<file path="config.mk">
export PLATFORM = sky130hd
export DESIGN_NAME = ttl74259_sync
export DESIGN_NICKNAME = d
export VERILOG_FILES = /design/src/rtl/ttl74259_sync_pkg.sv /design/src/rtl/ttl74259_sync_scan_ptr.sv /design/src/rtl/ttl74259_sync.sv
export SDC_FILE = /design/constraint.sdc
export NUM_CORES = 1
export LEC_CHECK = 0
export CAP_MARGIN = 20
export CORE_ASPECT_RATIO = 0.8
export CORE_MARGIN = 1
export CORE_UTILIZATION = 47
export CTS_CLUSTER_SIZE = 12
export DETAILED_ROUTE_END_ITERATION = 8
export PLACE_DENSITY = 0.78
export SLEW_MARGIN = 20
export SYNTH_ARGS = -nofsm -noshare
export SYNTH_HDL_FRONTEND = slang
export SYNTH_HIERARCHICAL = 1
export SYNTH_SLANG_ARGS = --single-unit
</file>
<file path="constraint.sdc">
create_clock -name Clk -period 1.7 [get_ports Clk]
set_input_delay 0.34 -clock Clk [delete_from_list [all_inputs] [get_ports Clk]]
set_output_delay 0.34 -clock Clk [all_outputs]
set_load 0.005 [all_outputs]
</file>
<file path="src/rtl/ttl74259_sync_pkg.sv">
// Shared definitions for the ttl74259_sync addressable latch.
package ttl74259_sync_pkg;

    // Mode encodings of the latch control input
    typedef enum logic [1:0] {
        HOLD  = 2'b00,
        LATCH = 2'b01,
        DEMUX = 2'b10,
        CLEAR = 2'b11
    } mode_e;

    // True for the two modes that perform a write when En is high
    function automatic logic is_write_mode(input mode_e m);
        return (m == LATCH) || (m == DEMUX);
    endfunction

endpackage

</file>
<file path="src/rtl/ttl74259_sync_scan_ptr.sv">
// Internal scan pointer with wrap detection; Done pulses the cycle after the
// scan write that used the all-ones address.
import ttl74259_sync_pkg::*;

module scan_ptr #(
    parameter int unsigned SEL_W = 3
) (
    input  logic             clk,
    input  logic             rst,
    input  logic             clr,
    input  logic             inc,
    output logic [SEL_W-1:0] ptr,
    output logic             done
);

    // Pointer advances on each scan write and wraps modulo 2**SEL_W
    always_ff @(posedge clk) begin
        if (rst || clr) begin
            ptr  <= '0;
            done <= 1'b0;
        end else begin
            done <= inc && (ptr == '1);
            if (inc) begin
                ptr <= ptr + 1'b1;
            end
        end
    end

endmodule

</file>
<file path="src/rtl/ttl74259_sync.sv">
// Synchronous 74259-style 8-bit addressable latch with optional scan pointer.
import ttl74259_sync_pkg::*;

module ttl74259_sync #(
    parameter int unsigned SEL_W = 3
) (
    input  logic                  Clk,
    input  logic                  Rst,
    input  logic                  D,
    input  logic [SEL_W-1:0]      S,
    input  logic                  En,
    input  logic [1:0]            Mode,
    input  logic                  Scan,
    output logic [2**SEL_W-1:0]   Q,
    output logic [SEL_W-1:0]      Ptr,
    output logic                  Done
);

    mode_e            mode;
    logic [SEL_W-1:0] addr;
    logic             scan_inc;

    // Decode mode, select effective address and detect scan writes
    always_comb begin
        mode     = mode_e'(Mode);
        addr     = Scan ? Ptr : S;
        scan_inc = Scan && En && is_write_mode(mode);
    end

    scan_ptr #(.SEL_W(SEL_W)) u_scan_ptr (
        .clk  (Clk),
        .rst  (Rst),
        .clr  (mode == CLEAR),
        .inc  (scan_inc),
        .ptr  (Ptr),
        .done (Done)
    );

    // Latch contents: single-bit write, one-hot demux load, or clear
    always_ff @(posedge Clk) begin
        if (Rst) begin
            Q <= '0;
        end else begin
            case (mode)
                LATCH: if (En) Q[addr] <= D;
                DEMUX: if (En) begin
                    Q       <= '0;
                    Q[addr] <= D;
                end
                CLEAR: Q <= '0;
                default: ;
            endcase
        end
    end

endmodule

</file>
Word level (Yosys, flattened, before mapping)
Cells that the tools add are included.
{"block": "word_totals", "regBits": 12, "input_bits": 10}
{"block": "op_classes", "n_reduce_logical": 8, "n_mux": 7, "order_cmp": 2, "eq_ne": 6, "n_bitwise": 1, "add_sub_neg": 1}
{"cell": "8-bit one-hot mux with 3 select lines", "n": 1}
{"cell": "8-bit two-way mux", "n": 2}
{"cell": "8-bit AND", "n": 1}
{"cell": "8-bit bitwise mux", "n": 1}
{"cell": "2-bit == test, second input constant", "n": 2}
{"cell": "1-bit logical AND", "n": 4}
{"cell": "3-bit by 4-bit < comparator with 1-bit output, second input constant", "n": 1}
{"cell": "2-bit != test, second input constant", "n": 2}
{"cell": "3-bit by 1-bit adder with 3-bit output, second input constant", "n": 1}
{"cell": "1-bit demux with 3-bit select", "n": 1}
{"cell": "3-bit == test, second input constant", "n": 1}
{"cell": "3-bit by 1-bit >= comparator with 1-bit output, second input constant", "n": 1}
{"cell": "3-bit two-way mux", "n": 1}
{"cell": "3-bit AND reduction", "n": 1}
{"cell": "3-bit nonzero test", "n": 1}
{"cell": "2-bit by 1-bit == test with 1-bit output, second input constant", "n": 1}
{"cell": "1-bit logical OR", "n": 2}
{"cell": "1-bit two-way mux", "n": 1}

Longest topological paths before layout
{"block": "depth", "word_depth": 8, "depth_mapped": 7, "mapped_depth_nobuf": 6}

Modules after synthesis
The synthesis kept the hierarchy.
{"module": "ttl74259_sync", "n_inst": 1, "cells_each": 86, "area_each_um2": 676.9}
{"module": "scan_ptr", "n_inst": 1, "cells_each": 14, "area_each_um2": 162.7}

Worst setup path after synthesis
OpenSTA, ideal clock, no wires.
{"block": "synth_path", "path_type": "input-to-reg", "from": "input port Mode[0]", "to": "register with a tool-made name", "required_time_ns": 1.572, "path_stages": 7, "t_arrival_ns": 1.430, "path_slack_ns": 0.142, "cell_sequence": "inv_1 ha_1 o21ba_2 or2_2 buf_6 a32oi_1 a21oi_1"}
{"element": "start: declaration", "line_no": "ttl74259_sync.sv:12", "text": "input logic [1:0] Mode,"}

Worst setup path after layout
{"block": "layout_path", "from": "register u_scan_ptr.ptr[2]", "to": "output port Ptr[2]"}
{"element": "start: declaration", "line_no": "ttl74259_sync_scan_ptr.sv:12", "text": "output logic [SEL_W-1:0] ptr,"}
{"element": "start signal: assignment", "line_no": "ttl74259_sync_scan_ptr.sv:24", "text": "ptr <= ptr + 1'b1;"}
{"element": "end: declaration", "line_no": "ttl74259_sync.sv:15", "text": "output logic [SEL_W-1:0] Ptr,"}
No word-level cell between the ends.

==> qor.yml <==
clkLatencyLatePin_ns: 0.28
grt_usage: 0.273
total_clock_sinks: 12
cts_hold_buf: 0
antenna-diode-count: 0
dr_total_vias: 874
timing.final.crit_share: 0.942
ys_top_cells_by_area: "dfxtp_1 29%, nand2_1 11%, ha_1 8.9%, a31oi_1 4.5%, o2111ai_1 4.2%"
n_fill_cell: 134
worst_ep_arrival_time_ns: 1.26
num_io_pins: 22
critical_path.cell_chain: "clkdlybuf4s50_1"
max-slew-margin-rel: 0.672
timing.final.crit_period_ns: 1.60
critical_path_buf_inv_count: 1
clockBufferDepth: 2
routedWlPerCell_microns: 15.4
p_seq_frac: 0.428
final_layout_size_suffix_gt1_frac: 0.203
synth_top_area_frac: 0.286
ys.warnings.count: 6
setup.worst_path.end_class: "primary output"
gp_congestion: 0.888
worst_r2r_startpoint: "u_scan_ptr/ptr[2]"
ir_worst_vdd_mv: 0.481
port_buffers: 21
grt_overflow_total: 0
p_clk_frac: 0.348
rsz0062_at_grt: "no"
root_buffer: "clkbuf_4"
detailedPlace.worstSlack_ns: -0.459
max_freq_mhz: 624
postSynthNetCount: 116
detailedRoute.firstIterationViolations: 39
grt_pass1_vias: 822
synth_sequential_area_ratio: 0.286
path_class: "reg -> out"
yosys_register_bits: 12
design_area_sq_mm: 0.00119
maxCapViolations: 0
power.switching_w: 0.000191
syn2layout_area_growth_pct: 41.9
die_w_microns: 49.3
timing.clock.skew_ns: 0.00209
static-leakage-power_nw: 0.441
post_synth_cell_types: 32
power_internal_w: 0.000496
synthesis.area_per_instance_sq_um: 8.40
setup_viol: 0
syn_area_sq_um: 840
cts_tree: "yes"
cts_inserted_buffers: 3
power.total_w: 0.000687
status: "finished, final reports clean"
post_synth_inst_count: 100
postCtsSetupRepairBufs: 0
place.detailed.hpwl_mm: 1.77
area_of_the_core_region_sq_mm: 0.00164
hold_viol_final: 0
worst-r2r-setup-slack_ns: 0.30
finalWorstSetupSlack_ns: 0.0982
postRouteAntennaNets: 0
route.detailed.drc: 0
worst_path_dominant_cell_family: "buffers and inverters"
nets: 150
worst-endpoint-required_ns: 1.36
utilization: 0.725
power_per_cell_area_mw_per_mm2: 576
cts-htree-levels: 1
rows: 13
wirelength_mm: 2.39
routed_via_density: 5.64
initial_core_util: 0.511
place_area_sq_mm: 0.00114
drt_pre_antenna_iters: 4
path_max_fanout: 5
grt_antenna_before_repair: 0
grt_max_degree: 13
final_max_slew_viol_count: 0
die_height_microns: 39.8
worst_path_largest_cell_delay_ns: 0.54
power.switching_fraction: 0.278
global_route_wire_length_before_repair_mm: 3.76
critical-path-slowest-cell: "clkdlybuf4s50_1"
timing.critical_path.from_type: "flop"
most_common_library_cell_in_the_layout_ignoring_fill_and_taps: "nand2_1"
min-delay-path-class: "reg -> reg"
commonest_cells_after_routing_fill_and_taps_aside: "24 x nand2_1, 18 x clkdlybuf4s50_1, 12 x buf_4, 11 x dfxtp_1, 6 x a31oi_1"
share_comb_of_total_power: 0.224
worstSetupStartpoint: "u_scan_ptr/ptr[2]"
path_clk_slew_ns: 0.08
worst_slew_pin_slew_ns: 0.491
yosys.area.top_type: "dfxtp_1"
full_die_area_sq_mm: 0.00196
[cell usage after synthesis]
cell,instances
a21oi_1,2
a22o_1,1
a31oi_1,6
a32oi_1,2
and2b_1,1
and3_1,1
buf_1,1
buf_6,2
clkbuf_1,1
dfxtp_1,12
ha_1,6
inv_1,4
mux2i_1,2
mux2i_4,1
nand2_1,24
nand2b_1,2
nand3_1,3
nand4_1,2
nor2_1,3
nor2b_1,4
nor3_1,3
nor3_2,1
nor4_4,1
nor4b_4,1
o2111ai_1,4
o21ai_0,1
o21ba_2,1
o2bb2ai_1,2
o31a_1,2
or2_2,1
or3_1,2
xnor2_1,1
[area by class of cell]
| class | count | area [sq um] | area share |
|---|---|---|---|
| Multi-Input combinational cell | 80 | 574 | 0.482 |
| Timing Repair Buffer | 33 | 297 | 0.249 |
| Sequential cell | 12 | 241 | 0.203 |
| Clock buffer | 4 | 36.3 | 0.0305 |
| Tap cell | 22 | 27.5 | 0.0231 |
| Inverter | 4 | 15.0 | 0.0126 |
[worst register-to-register path: stages, from the launching register on]
cell	delay, ns
dfxtp_1	0.44
mux2i_4	0.10
buf_4	0.15
nor4_4	0.37
nand2_1	0.09
a31oi_1	0.16
[metrics by stage]
step	hold slack, ns	TNS [ns]	instances
2_1_floorplan	0.411	0	100
3_3_place_gp	0.485	-3.34	151
3_5_place_dp	0.496	-4.03	151
4_1_cts	0.507	0	155
5_1_grt	0.532	0	155
6_report	0.515	0	155
[routing by layer]
layer  global-route usage  routed length (microns)  vias to the layer above
li1                     -                        -                      428
met1                0.317                      990                      407
met2                0.493                     1210                       37
met3               0.0775                      175                        2
met4               0.0882                       17                        0
met5                    0                        0                        -
[cells by family after synthesis]
| family | Yosys count | share of synthesized area |
|---|---|---|
| and+or+nand+nor | 49 | 0.320 |
| AOI/OAI and AO/OA | 21 | 0.189 |
| DFF | 12 | 0.286 |
| buffers and inverters | 8 | 0.0536 |
| adders and majority gates | 6 | 0.0894 |
| muxes | 3 | 0.0507 |
| xor gates and xnor gates | 1 | 0.0104 |
[worst paths after layout]
path / cells after the start / to
worst min-delay path: 2 / flop
worst max register to register: 5 / flop
worst max-delay path: 1 / Ptr[2]
worst min register to register: 2 / flop
[timing repair]
| action | in CTS | in global routing |
|---|---|---|
| resized for setup | 10 | 1 |
| setup endpoints to repair | 8 | 1 |
| pin swaps | 4 | 0 |
| gates cloned | 0 | 0 |
[power groups by stage]
stage | combinational, W | clock (W) | sequential [W]
after global placement | 0.000141 | 0 | 0.000299
after CTS | 0.000151 | 0.000239 | 0.000293
after detailed placement | 0.000145 | 0 | 0.000300
final | 0.000154 | 0.000239 | 0.000294
after global routing | 0.000165 | 0.000256 | 0.000294
after floorplan | 0.0000794 | 0 | 0.000299
Note: power is estimated with default switching activity, not from simulation.
